[src/rtl/if_stage_if.sv]
// Instruction-memory request bus between the fetch stage and instruction memory.
// A single request is open at a time: imem_req/imem_addr are held until imem_ready.
interface if_stage_if;
   logic        imem_req;
   logic [31:0] imem_addr;
   logic [31:0] imem_rdata;
   logic        imem_ready;

   modport master (
      output imem_req,
      output imem_addr,
      input  imem_rdata,
      input  imem_ready
   );

   modport slave (
      input  imem_req,
      input  imem_addr,
      output imem_rdata,
      output imem_ready
   );
endinterface

[src/rtl/if_stage.sv]
// Instruction-fetch stage: owns the PC, fetches over the imem bus and fills the
// IF/ID register. It honours hazard stalls and downstream redirects. A fetch that
// completes during a stall is parked in a one-word buffer. A fetch made stale by
// a redirect that arrived while it was still outstanding is dropped.
module if_stage #(
   parameter logic [31:0] RESET_PC = 32'h0000_0000
) (
   input  logic         clk,
   input  logic         reset,
   input  logic         stall,
   input  logic         redirect_valid,
   input  logic [31:0]  redirect_pc,
   if_stage_if.master   imem,
   output logic         if_id_valid,
   output logic [31:0]  if_id_instr,
   output logic [31:0]  if_id_pc4,
   output logic [5:0]   opcode,
   output logic [5:0]   func
);

   typedef enum logic {FETCH, HOLD} state_t;

   state_t      state_q, state_d;
   logic [31:0] pc_q, pc_d;
   logic        pendRedir_q, pendRedir_d;
   logic [31:0] pendPc_q, pendPc_d;
   logic [31:0] bufInstr_q, bufInstr_d;
   logic [31:0] bufPc4_q, bufPc4_d;
   logic        ifIdValid_q, ifIdValid_d;
   logic [31:0] ifIdInstr_q, ifIdInstr_d;
   logic [31:0] ifIdPc4_q, ifIdPc4_d;

   logic [31:0] pcPlus4;
   logic [31:0] redirTarget;

   assign pcPlus4     = pc_q + 32'd4;
   assign redirTarget = {redirect_pc[31:2], 2'b00};

   assign imem.imem_req  = (state_q == FETCH) && !reset;
   assign imem.imem_addr = pc_q;

   assign if_id_valid = ifIdValid_q;
   assign if_id_instr = ifIdInstr_q;
   assign if_id_pc4   = ifIdPc4_q;
   assign opcode      = ifIdInstr_q[31:26];
   assign func        = ifIdInstr_q[5:0];

   // Next-state logic: choose the next PC, the IF/ID contents and the buffer/pending-redirect bookkeeping.
   always_comb begin
      state_d     = state_q;
      pc_d        = pc_q;
      pendRedir_d = pendRedir_q;
      pendPc_d    = pendPc_q;
      bufInstr_d  = bufInstr_q;
      bufPc4_d    = bufPc4_q;
      ifIdValid_d = ifIdValid_q;
      ifIdInstr_d = ifIdInstr_q;
      ifIdPc4_d   = ifIdPc4_q;

      unique case (state_q)
         FETCH: begin
            if (imem.imem_ready) begin
               if (redirect_valid) begin
                  pc_d        = redirTarget;
                  pendRedir_d = 1'b0;
                  ifIdValid_d = 1'b0;
                  ifIdInstr_d = 32'd0;
               end else if (pendRedir_q) begin
                  pc_d        = pendPc_q;
                  pendRedir_d = 1'b0;
                  if (!stall) begin
                     ifIdValid_d = 1'b0;
                     ifIdInstr_d = 32'd0;
                  end
               end else if (!stall) begin
                  ifIdValid_d = 1'b1;
                  ifIdInstr_d = imem.imem_rdata;
                  ifIdPc4_d   = pcPlus4;
                  pc_d        = pcPlus4;
               end else begin
                  bufInstr_d = imem.imem_rdata;
                  bufPc4_d   = pcPlus4;
                  pc_d       = pcPlus4;
                  state_d    = HOLD;
               end
            end else begin
               if (redirect_valid) begin
                  pendRedir_d = 1'b1;
                  pendPc_d    = redirTarget;
                  ifIdValid_d = 1'b0;
                  ifIdInstr_d = 32'd0;
               end else if (!stall) begin
                  ifIdValid_d = 1'b0;
                  ifIdInstr_d = 32'd0;
               end
            end
         end
         HOLD: begin
            if (redirect_valid) begin
               pc_d        = redirTarget;
               ifIdValid_d = 1'b0;
               ifIdInstr_d = 32'd0;
               state_d     = FETCH;
            end else if (!stall) begin
               ifIdValid_d = 1'b1;
               ifIdInstr_d = bufInstr_q;
               ifIdPc4_d   = bufPc4_q;
               state_d     = FETCH;
            end
         end
         default: state_d = FETCH;
      endcase
   end

   // State registers with synchronous reset; reset abandons any outstanding fetch.
   always_ff @(posedge clk) begin
      if (reset) begin
         state_q     <= FETCH;
         pc_q        <= RESET_PC;
         pendRedir_q <= 1'b0;
         pendPc_q    <= 32'd0;
         bufInstr_q  <= 32'd0;
         bufPc4_q    <= 32'd0;
         ifIdValid_q <= 1'b0;
         ifIdInstr_q <= 32'd0;
         ifIdPc4_q   <= 32'd0;
      end else begin
         state_q     <= state_d;
         pc_q        <= pc_d;
         pendRedir_q <= pendRedir_d;
         pendPc_q    <= pendPc_d;
         bufInstr_q  <= bufInstr_d;
         bufPc4_q    <= bufPc4_d;
         ifIdValid_q <= ifIdValid_d;
         ifIdInstr_q <= ifIdInstr_d;
         ifIdPc4_q   <= ifIdPc4_d;
      end
   end

endmodule

[src/flat_wrapper.sv]
// flat-port wrapper written by rule: the top's interface ports become plain ports
module if_stage_flat 
#(
   parameter logic [31:0] RESET_PC = 32'h0000_0000
)
  (clk, reset, stall, redirect_valid, redirect_pc, if_id_valid, if_id_instr, if_id_pc4, opcode, func, imem_imem_req, imem_imem_addr, imem_imem_rdata, imem_imem_ready);
  if_stage_if imem_i ();
  input  logic clk;
  input  logic reset;
  input  logic stall;
  input  logic redirect_valid;
  input  logic [31:0] redirect_pc;
  output logic if_id_valid;
  output logic [31:0] if_id_instr;
  output logic [31:0] if_id_pc4;
  output logic [5:0] opcode;
  output logic [5:0] func;
  output wire logic [$bits(imem_i.imem_req)-1:0] imem_imem_req;
  output wire logic [$bits(imem_i.imem_addr)-1:0] imem_imem_addr;
  input wire logic [$bits(imem_i.imem_rdata)-1:0] imem_imem_rdata;
  input wire logic [$bits(imem_i.imem_ready)-1:0] imem_imem_ready;
  assign imem_imem_req = imem_i.imem_req;
  assign imem_imem_addr = imem_i.imem_addr;
  assign imem_i.imem_rdata = imem_imem_rdata;
  assign imem_i.imem_ready = imem_imem_ready;
  if_stage #(.RESET_PC(RESET_PC)) u_core (.clk(clk), .reset(reset), .stall(stall), .redirect_valid(redirect_valid), .redirect_pc(redirect_pc), .imem(imem_i), .if_id_valid(if_id_valid), .if_id_instr(if_id_instr), .if_id_pc4(if_id_pc4), .opcode(opcode), .func(func));
endmodule
[config.mk]
export PLATFORM = sky130hd
export DESIGN_NAME = if_stage_flat
export DESIGN_NICKNAME = d
export VERILOG_FILES = /design/src/rtl/if_stage_if.sv /design/src/rtl/if_stage.sv /design/src/flat_wrapper.sv
export SDC_FILE = /design/constraint.sdc
export NUM_CORES = 1
export LEC_CHECK = 0
export BUFFER_PORTS_ARGS = -buffer_cell sky130_fd_sc_hd__buf_2
export CAP_MARGIN = 20
export CORE_MARGIN = 4
export CORE_UTILIZATION = 45
export DETAILED_ROUTE_END_ITERATION = 10
export GPL_ROUTABILITY_DRIVEN = 0
export GPL_TIMING_DRIVEN = 0
export MAX_ROUTING_LAYER = met4
export PLACE_DENSITY = 0.72
export SLEW_MARGIN = 25
export SYNTH_ARGS = -nofsm -noshare
export SYNTH_HDL_FRONTEND = slang
export SYNTH_SLANG_ARGS = --single-unit
[constraint.sdc]
create_clock -name clk -period 6.3 [get_ports clk]
set_clock_uncertainty 0.05 [all_clocks]
set_input_delay 1.26 -clock clk [delete_from_list [all_inputs] [get_ports clk]]
set_output_delay 1.26 -clock clk [all_outputs]
set_load 0.05 [all_outputs]
==> impl_metrics.csv, run 1 <==
group,metric,value,unit
power,seq_power_share,0.458,
worst_setup_path,critPathLaunchType,"register",
cts,clk_latency,450,ps
timing,finalSetupTns,0,ps
synthesis,ys_top_cells_by_count,"nand2_1, dfxtp_1, nor2_1",
worst_setup_path,cp_top_family,"buffers and inverters",
cells_and_area,finish.utilization,0.5484,
worst_setup_path,cpMostUsedCell,"buf_2",
timing,setup_violations,0,
worst_setup_path,crit_slowest_cell,"clkbuf_1",
worst_setup_path,crit_type,"reg -> out",
placed_design,hpwl,22510,um
drt,wire_per_inst,18.75,um
cells_and_area,drive_above_1_share,0.1843,
worst_setup_path,crit_path_end_kind,"primary output",
timing,tightest_slew,1066,ps
global_route,grt_pass1_wl,47470,um
placed_design,io_buffers,170,
power,p_int,1.934,mW
timing,period_needed,3762,ps
cells_and_area,fin_area,10710,um^2
cts,cts_max_path_buffers,2,
worst_setup_path,critPathMaxStageDelay,460,ps
cts,post_cts_resize_count,0,
worst_setup_path,required,4990,ps
drt,dr.pass1.iters,5,
drt,drt-initial-drc-count,1127,
run_status,status,"finished clean",
die,dieHeight,149.0,um
cells_and_area,stdcell_count,1627,
timing,period_share,0.5972,
synthesis,yosysUniqueCellTypes,67,
cts,cts_buffers,17,
synthesis,syn_avg_cell_area,7.732,um^2
timing,final_max_slew_viol_count,0,
power,p_sw,0.8746,mW
power,leakagePower,4.133,nW
global_route,grt_usage,0.2762,
die,die_w,149.0,um
power,power.total,2.809,mW
timing,fmax,265.8,MHz
drt,via_per_inst,5.776,
power,irDropWorstVdd,216.6,uV
synthesis,synth_flop_cell,"dfxtp_1",
die,pin_count,179,
global_route,grt_max_degree,17,
timing,maxSlewHeadroom,0.2840,
power,pwr-share-comb,0.167,
synthesis,synth-seq-cells,187,
worst_hold_path,hp-class,"reg -> reg",
timing,rsz0062_at_grt,"false",
synthesis,synth.top_cells.by_area,"dfxtp_1, nand2_1, a21oi_1, nor2_1, a211oi_1",
synthesis,postSynthCellCount,1157,
synthesis,synth_edf_count,0,
synthesis,synth_top_area_share,0.4185,
timing,finalHoldViolations,0,
synthesis,synth.largest_area_cell,"dfxtp_1",
synthesis,yosysMostFrequentCell,"nand2_1",
drt,drc,0,
cts,clockRootBuffer,"clkbuf_16",
synthesis,async_reset_ff_frac,0,
synthesis,syn_area,8946,um^2
cts,clock_tree.htree_level_count,4,
placed_design,placed_cell_area,10140,um^2
power,p_per_area,262.3,nW/um^2
die,fp.dieArea,22200,um^2
power,netSwitchingFraction,0.3113,
placed_design,place_inst,1595,
drt,ant_nets,0,
global_route,overflow,0,
synthesis,yosys_warnings,0,
run,cap_violations,0,
worst_setup_path,cp.buffers_inverters,4,
power,p_clk_frac,0.375,
cells_and_area,nets,1419,
drt,vias,9397,
synthesis,ys_seq_area_frac,0.4185,
die,start_util,0.4582,
global_route,grt_pass1_vias,8628,
global_route,antenna_found_initial,0,
cts,cts_hold_buf,0,
die,core-area,19530,um^2
cts,cts_setup_buffers,0,
cells_and_area,antenna_cells,0,
worst_setup_path,cp_max_fo,10,
cts,cts_tree,"done",
cells_and_area,area_growth_syn_to_layout,19.71,%
cts,cts_sinks,187,
drt,drt_wl_total,30510,um
cts,clk_pin_slew,70,ps
worst_setup_path,crit_arrival,2450,ps
die,num_rows,51,
worst_setup_path,path_cells,"buf_2, buf_1, clkbuf_1, nor2_1, buf_2",
cell families after synthesis:
logic type / Yosys count / synth area share
XOR/XNOR: 23 / 0.02252
multiplexers: 5 / 0.005874
AND/OR/NAND/NOR: 478 / 0.2462
AO/OA/AOI/OAI: 330 / 0.2375
flip-flops: 187 / 0.4185
adder cells (fa/ha/maj): 1 / 0.001398
buffers and inverters: 132 / 0.06769
other: 1 / 0.0004192
per-stage QoR:
step	hold slack [ps]	setup WS, ps
2_1_floorplan	381.2	2710
3_3_place_gp	386.2	2695
3_5_place_dp	392.9	2698
4_1_cts	402.0	2570
5_1_grt	420.2	2415
6_report	400.5	2538
final cells by class:
cell class	instances	area (um^2)
Clock buffer	19	452.9
Tap cell	265	331.6
Buffer	119	556.8
Multi-Input combinational cell	841	4608
Inverter	13	48.80
Clock inverter	13	116.4
Timing Repair Buffer	170	850.8
Fill cell	1893	8817
Sequential cell	187	3744
metal layers:
layer | wire (um) | GRT usage | vias up
li1 | - | - | 4498
met2 | 13650 | 0.4098 | 454
met4 | 620 | 0.08330 | 0
met3 | 3031 | 0.05956 | 48
met1 | 13200 | 0.3797 | 4397
met5 | 0 | - | -
cells in the final DEF, fill, tap and decap left out, types with 4 or more instances in the layout:
cell	netlist	final
conb_1	1	4
buf_1	9	9
nor3_1	34	34
xnor2_1	12	12
o21ai_0	33	33
nand3_1	27	27
or3_1	4	4
a221o_1	7	7
and4_1	5	5
or4_1	5	5
a21oi_1	120	120
nor2_1	124	124
clkbuf_1	75	75
nand2b_1	15	15
clkbuf_16	0	17
xor2_1	11	11
a22oi_1	22	22
a31oi_1	33	33
clkinv_2	0	4
buf_2	12	182
dfxtp_1	187	187
o211ai_1	16	16
o22ai_1	8	8
nand4_1	14	14
buf_4	19	19
a221oi_1	28	28
inv_1	12	12
nand2_1	207	207
a211oi_1	41	41
nor4_1	11	11
and3_1	12	12
power by group through the flow:
stage	clock [mW]	sequential, mW	combinational (mW)
CTS	1.06	1.28	0.462
global placement	0	1.31	0.454
global route	1.11	1.29	0.502
finish	1.05	1.29	0.469
floorplan	0	1.39	0.227
detailed placement	0	1.31	0.460
path summary, 6_finish.rpt:
| check | start | to | slack, ps | cells past startpoint |
|---|---|---|---|---|
| max | u_core.state_q$_SDFF_PP0_ | imem_imem_req | 2540 | 5 |
| min | u_core.pendPc_q[17]$_SDFFE_PP0P_ | u_core.pendPc_q[17]$_SDFFE_PP0P_ | 400 | 2 |
| max reg2reg | u_core.state_q$_SDFF_PP0_ | u_core.imem.imem_addr[15]$_SDFFE_PP0P_ | 3540 | 6 |
| min reg2reg | u_core.pendPc_q[17]$_SDFFE_PP0P_ | u_core.pendPc_q[17]$_SDFFE_PP0P_ | 400 | 2 |
state kept, by name, indices dropped and copies added (netlist names):
register,cells
u_core.state_q,1
u_core.bufPc4_q,30
u_core.pendPc_q,30
u_core.if_id_instr,32
u_core.pendRedir_q,1
u_core.if_id_pc4,30
u_core.if_id_valid,1
u_core.imem.imem_addr,30
u_core.bufInstr_q,32
worst min-delay path: cells and delay by family (launching register included):
family	cells	cell delay, ps
flip-flops	1	310
AND/OR/NAND/NOR	1	50
AO/OA/AOI/OAI	1	50
(Power assumes the default switching activity.)
==> inputs of run 2 (changes only) <==
Settings changed: PLACE_DENSITY 0.72 to 0.75.
Clock period 6.3 ns to 3.05 ns, I/O delays scaled along.
==> run 2 against run 1 <==
  * First-iteration DRC count is 18% higher
  * Wire length shrank 0.97%
  * Core utilization is 0.11 points lower
  * Hold slack lost 37 ps
  * Largest cell class unchanged
  * Highest routed layer unchanged
==> impl_metrics.csv, run 2 (synthesized netlist as in run 1, its figures left out) <==
group,metric,value,unit
run_status,status,"finished clean",
timing,period_needed,2983,ps
cts,clock_tree.htree_level_count,4,
worst_setup_path,cpMostUsedCell,"buf_2",
drt,drt_wl_total,30210,um
cts,clk_latency,440,ps
worst_setup_path,required,2390,ps
placed_design,hpwl,22460,um
drt,vias,9546,
timing,fmax,335.3,MHz
global_route,grt_pass1_wl,46580,um
timing,finalHoldViolations,0,
timing,setup_violations,0,
cts,clk_pin_slew,70,ps
drt,dr.pass1.iters,6,
worst_setup_path,critPathMaxStageDelay,460,ps
run,cap_violations,0,
timing,rsz0062_at_grt,"false",
cells_and_area,finish.utilization,0.5474,
worst_setup_path,path_cells,"buf_2, buf_1, clkbuf_2, nor2_1, buf_2",
global_route,grt_pass1_vias,8451,
cts,clockRootBuffer,"clkbuf_16",
global_route,grt_usage,0.2722,
worst_setup_path,crit_arrival,2320,ps
drt,drc,0,
cells_and_area,area_growth_syn_to_layout,19.47,%
drt,wire_per_inst,18.57,um
die,pin_count,179,
die,core-area,19530,um^2
drt,drt-initial-drc-count,1332,
die,fp.dieArea,22200,um^2
global_route,grt_max_degree,17,
power,irDropWorstVdd,447.3,uV
timing,hold_ws,363.1,ps
cells_and_area,antenna_cells,0,
die,dieHeight,149.0,um
cts,cts_tree,"done",
timing,finalSetupTns,0,ps
worst_setup_path,critPathLaunchType,"register",
worst_setup_path,crit_path_end_kind,"primary output",
timing,maxSlewHeadroom,0.2919,
drt,via_per_inst,5.867,
power,leakagePower,4.122,nW
cells_and_area,nets,1419,
cells_and_area,n_fill_cell,1877,
cts,cts_sinks,187,
worst_setup_path,cp_max_fo,10,
cells_and_area,final_cell_mix,"nand2_1, dfxtp_1, buf_2",
timing,tightest_slew,1054,ps
drt,ant_nets,0,
timing,period_share,0.9780,
cells_and_area,drive_above_1_share,0.1850,
global_route,overflow,0,
worst_setup_path,cp_top_family,"buffers and inverters",
worst_hold_path,hp-class,"in -> reg",
cts,cts_buffers,17,
worst_setup_path,crit_type,"reg -> out",
timing,final_max_slew_viol_count,0,
worst_setup_path,crit_slowest_cell,"buf_1",
worst_setup_path,cp.buffers_inverters,4,
die,start_util,0.4582,
power,p_per_area,535.3,nW/um^2
global_route,antenna_found_initial,0,
die,die_w,149.0,um
placed_design,io_buffers,170,
cts,cts_max_path_buffers,2,
cells_and_area,final_common_cell,"nand2_1",
cts,cts_hold_buf,0,
die,num_rows,51,
run 2: cell types whose count changed in the layout (fill, tap and decap cells not counted), sizes merged:
cell	previous run	this run
bufinv	1	0
clkinvlp	3	4
run 2: tightest hold or removal path, stage by stage:
cell	delay (ps)
buf_2	100
nand2_1	50
a21oi_1	50
run 2: final timing paths:
path	start	endpoint	slack (ps)	cells past startpoint
worst max register to register	u_core.state_q$_SDFF_PP0_	u_core.imem.imem_addr[9]$_SDFFE_PP0P_	320	6
worst min register to register	u_core.if_id_pc4[5]$_SDFFE_PP0P_	u_core.if_id_pc4[5]$_SDFFE_PP0P_	400	2
worst max-delay path	u_core.state_q$_SDFF_PP0_	imem_imem_req	70	5
worst min-delay path	redirect_pc[10]	u_core.pendPc_q[10]$_SDFFE_PP0P_	360	3
run 2: per-layer routing:
layer  GRT usage  wire length [um]
met4     0.09931               950
met5           -                 0
met2      0.4017             13440
met3     0.04588              3257
met1      0.3771             12560
run 2: layout make-up:
type / instances / area, um^2 / share of cell area
well taps: 265 / 331.6 / 0.03102
clock buffers: 19 / 452.9 / 0.04238
inverters: 13 / 48.80 / 0.004566
flip-flops and latches: 187 / 3744 / 0.3503
clock inverters: 13 / 93.84 / 0.008780
multi-input cells: 841 / 4608 / 0.4312
plain buffers: 119 / 558.0 / 0.05221
repair buffers: 170 / 850.8 / 0.07961
run 2: per-stage QoR:
step,area [um^2],cells,setup WS (ps),total power [mW]
after detailed placement,10140,1595,195.3,3.655
after CTS,10690,1627,101.6,5.701
after global placement,10140,1595,221.0,3.640
final,10690,1627,67.17,5.721
after floorplan,8957,1160,604.3,3.349
after global routing,10690,1627,22.36,5.888
run 2: timing repair:
action,in CTS,in global routing
buffers inserted,0,0
resized for setup,1,0
setup endpoints to repair,1,0
run 2: power by group:
| group | internal, mW | total (mW) | leakage (nW) | switching, mW |
|---|---|---|---|---|
| registers | 2.55 | 2.66 | 1.52 | 0.106 |
| clock network | 1.09 | 2.10 | 0.262 | 1.01 |
| logic | 0.274 | 0.966 | 2.34 | 0.692 |
| total | 3.91 | 5.72 | 4.12 | 1.81 |
==> inputs of run 3 (changes only) <==
Settings changed: CORE_UTILIZATION 45 to 50, PLACE_DENSITY 0.75 to 0.81.
==> run 3 against run 2 <==
  * Fmax fell by 0.82%
  * First-iteration DRC count fell by 5.7%
  * Combinational power barely moved
  * Non-clock buffer count did not move
  * Die area fell by 9.5%
  * Via count rose by 0.17%
  * Global-route usage rose by 1.8 points
  * Critical endpoint unchanged
==> impl_metrics.csv, run 3 (synthesized netlist as in run 1, its figures left out) <==
group,metric,value,unit
cells_and_area,area_growth_syn_to_layout,19.13,%
drt,drc,0,
run,cap_violations,0,
worst_setup_path,crit_arrival,2350,ps
cells_and_area,n_fill_cell,1537,
timing,maxSlewHeadroom,0.2766,
cts,cts_tree,"done",
die,dieHeight,141.8,um
drt,dr.pass1.iters,5,
cells_and_area,nets,1419,
global_route,antenna_found_initial,2,
global_route,grt_max_degree,17,
die,fp.dieArea,20100,um^2
die,start_util,0.5136,
timing,final_max_slew_viol_count,0,
worst_setup_path,required,2390,ps
cells_and_area,final_common_cell,"nand2_1",
timing,period_needed,3008,ps
run_status,status,"finished clean",
cts,cts_max_path_buffers,2,
cells_and_area,finish.utilization,0.6119,
drt,wire_per_inst,18.65,um
timing,setup_violations,0,
global_route,grt_pass1_vias,8387,
placed_design,io_buffers,170,
cts,cts_buffers,17,
timing,period_share,0.9861,
worst_setup_path,cp_max_fo,10,
die,die_w,141.8,um
drt,drt-initial-drc-count,1256,
global_route,busiest_layer,"met2",
power,p_per_area,541.1,nW/um^2
cts,clockRootBuffer,"clkbuf_16",
cells_and_area,final_cell_mix,"nand2_1, dfxtp_1, buf_2",
worst_setup_path,crit_type,"reg -> out",
timing,finalHoldViolations,0,
global_route,use_met2,0.4261,
cts,clk_pin_slew,70,ps
placed_design,hpwl,21870,um
cells_and_area,drive_above_1_share,0.1843,
drt,via_per_inst,6.018,
power,irDropWorstVdd,442.8,uV
worst_hold_path,hp-class,"in -> reg",
timing,fmax,332.5,MHz
timing,tightest_slew,1077,ps
cts,clock_tree.htree_level_count,4,
global_route,grt_usage,0.2903,
global_route,grtUsageMet1,0.3890,
global_route,overflow,0,
die,num_rows,48,
drt,ant_nets,0,
die,pin_count,179,
power,leakagePower,4.115,nW
cts,clk_latency,430,ps
timing,hold_ws,365.7,ps
worst_setup_path,crit_path_end_kind,"primary output",
timing,rsz0062_at_grt,"false",
cts,cts_sinks,187,
global_route,grt_pass1_wl,45170,um
timing,finalSetupTns,0,ps
drt,vias,9562,
worst_setup_path,critPathLaunchType,"register",
power,power.total,5.767,mW
drt,drt_wl_total,29640,um
die,core-area,17420,um^2
global_route,grt_use_met3,0.07381,
cts,cts_setup_buffers,0,
## run 3: through the flow
step | instances | cell area (um^2) | setup slack, ps
floorplan | 1160 | 8957 | 604.3
global placement | 1555 | 10090 | 201.9
detailed placement | 1555 | 10090 | 150.0
CTS | 1587 | 10650 | 144.8
global route | 1589 | 10660 | 23.46
finish | 1589 | 10660 | 42.50
## run 3: worst max-delay path, stage by stage (launching register included)
cell and delay, ps:
dfxtp_1 420, buf_2 300, buf_1 490, clkbuf_2 360, nor2_1 130, buf_2 230
## run 3: power breakdown
part / total, mW / internal (mW) / switching [mW]
registers: 2.66 / 2.55 / 0.106
clock network: 2.15 / 1.15 / 0.997
logic: 0.964 / 0.274 / 0.690
## run 3: layer usage
| metal | part of all wire | vias to the layer above |
|---|---|---|
| met5 | 0 | - |
| met4 | 0.031 | 0 |
| met3 | 0.11 | 96 |
| met2 | 0.44 | 571 |
| met1 | 0.41 | 4406 |
| li1 | - | 4489 |
## run 3: layout make-up
| class | instances | area [um^2] | share of cell area |
|---|---|---|---|
| Inverter | 13 | 48.80 | 0.004579 |
| Antenna cell | 2 | 5.005 | 0.0004696 |
| Clock inverter | 13 | 118.9 | 0.01115 |
| Tap cell | 225 | 281.5 | 0.02641 |
| Clock buffer | 19 | 442.9 | 0.04156 |
| Timing Repair Buffer | 170 | 850.8 | 0.07983 |
| Multi-Input combinational cell | 841 | 4608 | 0.4324 |
| Sequential cell | 187 | 3744 | 0.3513 |
| Buffer | 119 | 558.0 | 0.05236 |
## run 3: final timing paths
path | startpoint | endpoint | slack (ps) | cells after the start
worst max-delay path | u_core.state_q$_SDFF_PP0_ | imem_imem_req | 40 | 5
worst min-delay path | redirect_pc[11] | u_core.pendPc_q[11]$_SDFFE_PP0P_ | 370 | 3
worst max register to register | u_core.state_q$_SDFF_PP0_ | u_core.imem.imem_addr[15]$_SDFFE_PP0P_ | 330 | 6
worst min register to register | u_core.if_id_pc4[10]$_SDFFE_PP0P_ | u_core.if_id_pc4[10]$_SDFFE_PP0P_ | 400 | 2
## run 3: repair_timing
item | CTS | global route
setup endpoints to repair | 1 | 0
hold endpoints to repair | 0 | 0
hold buffers | 0 | 0
gates resized for setup | 1 | 0
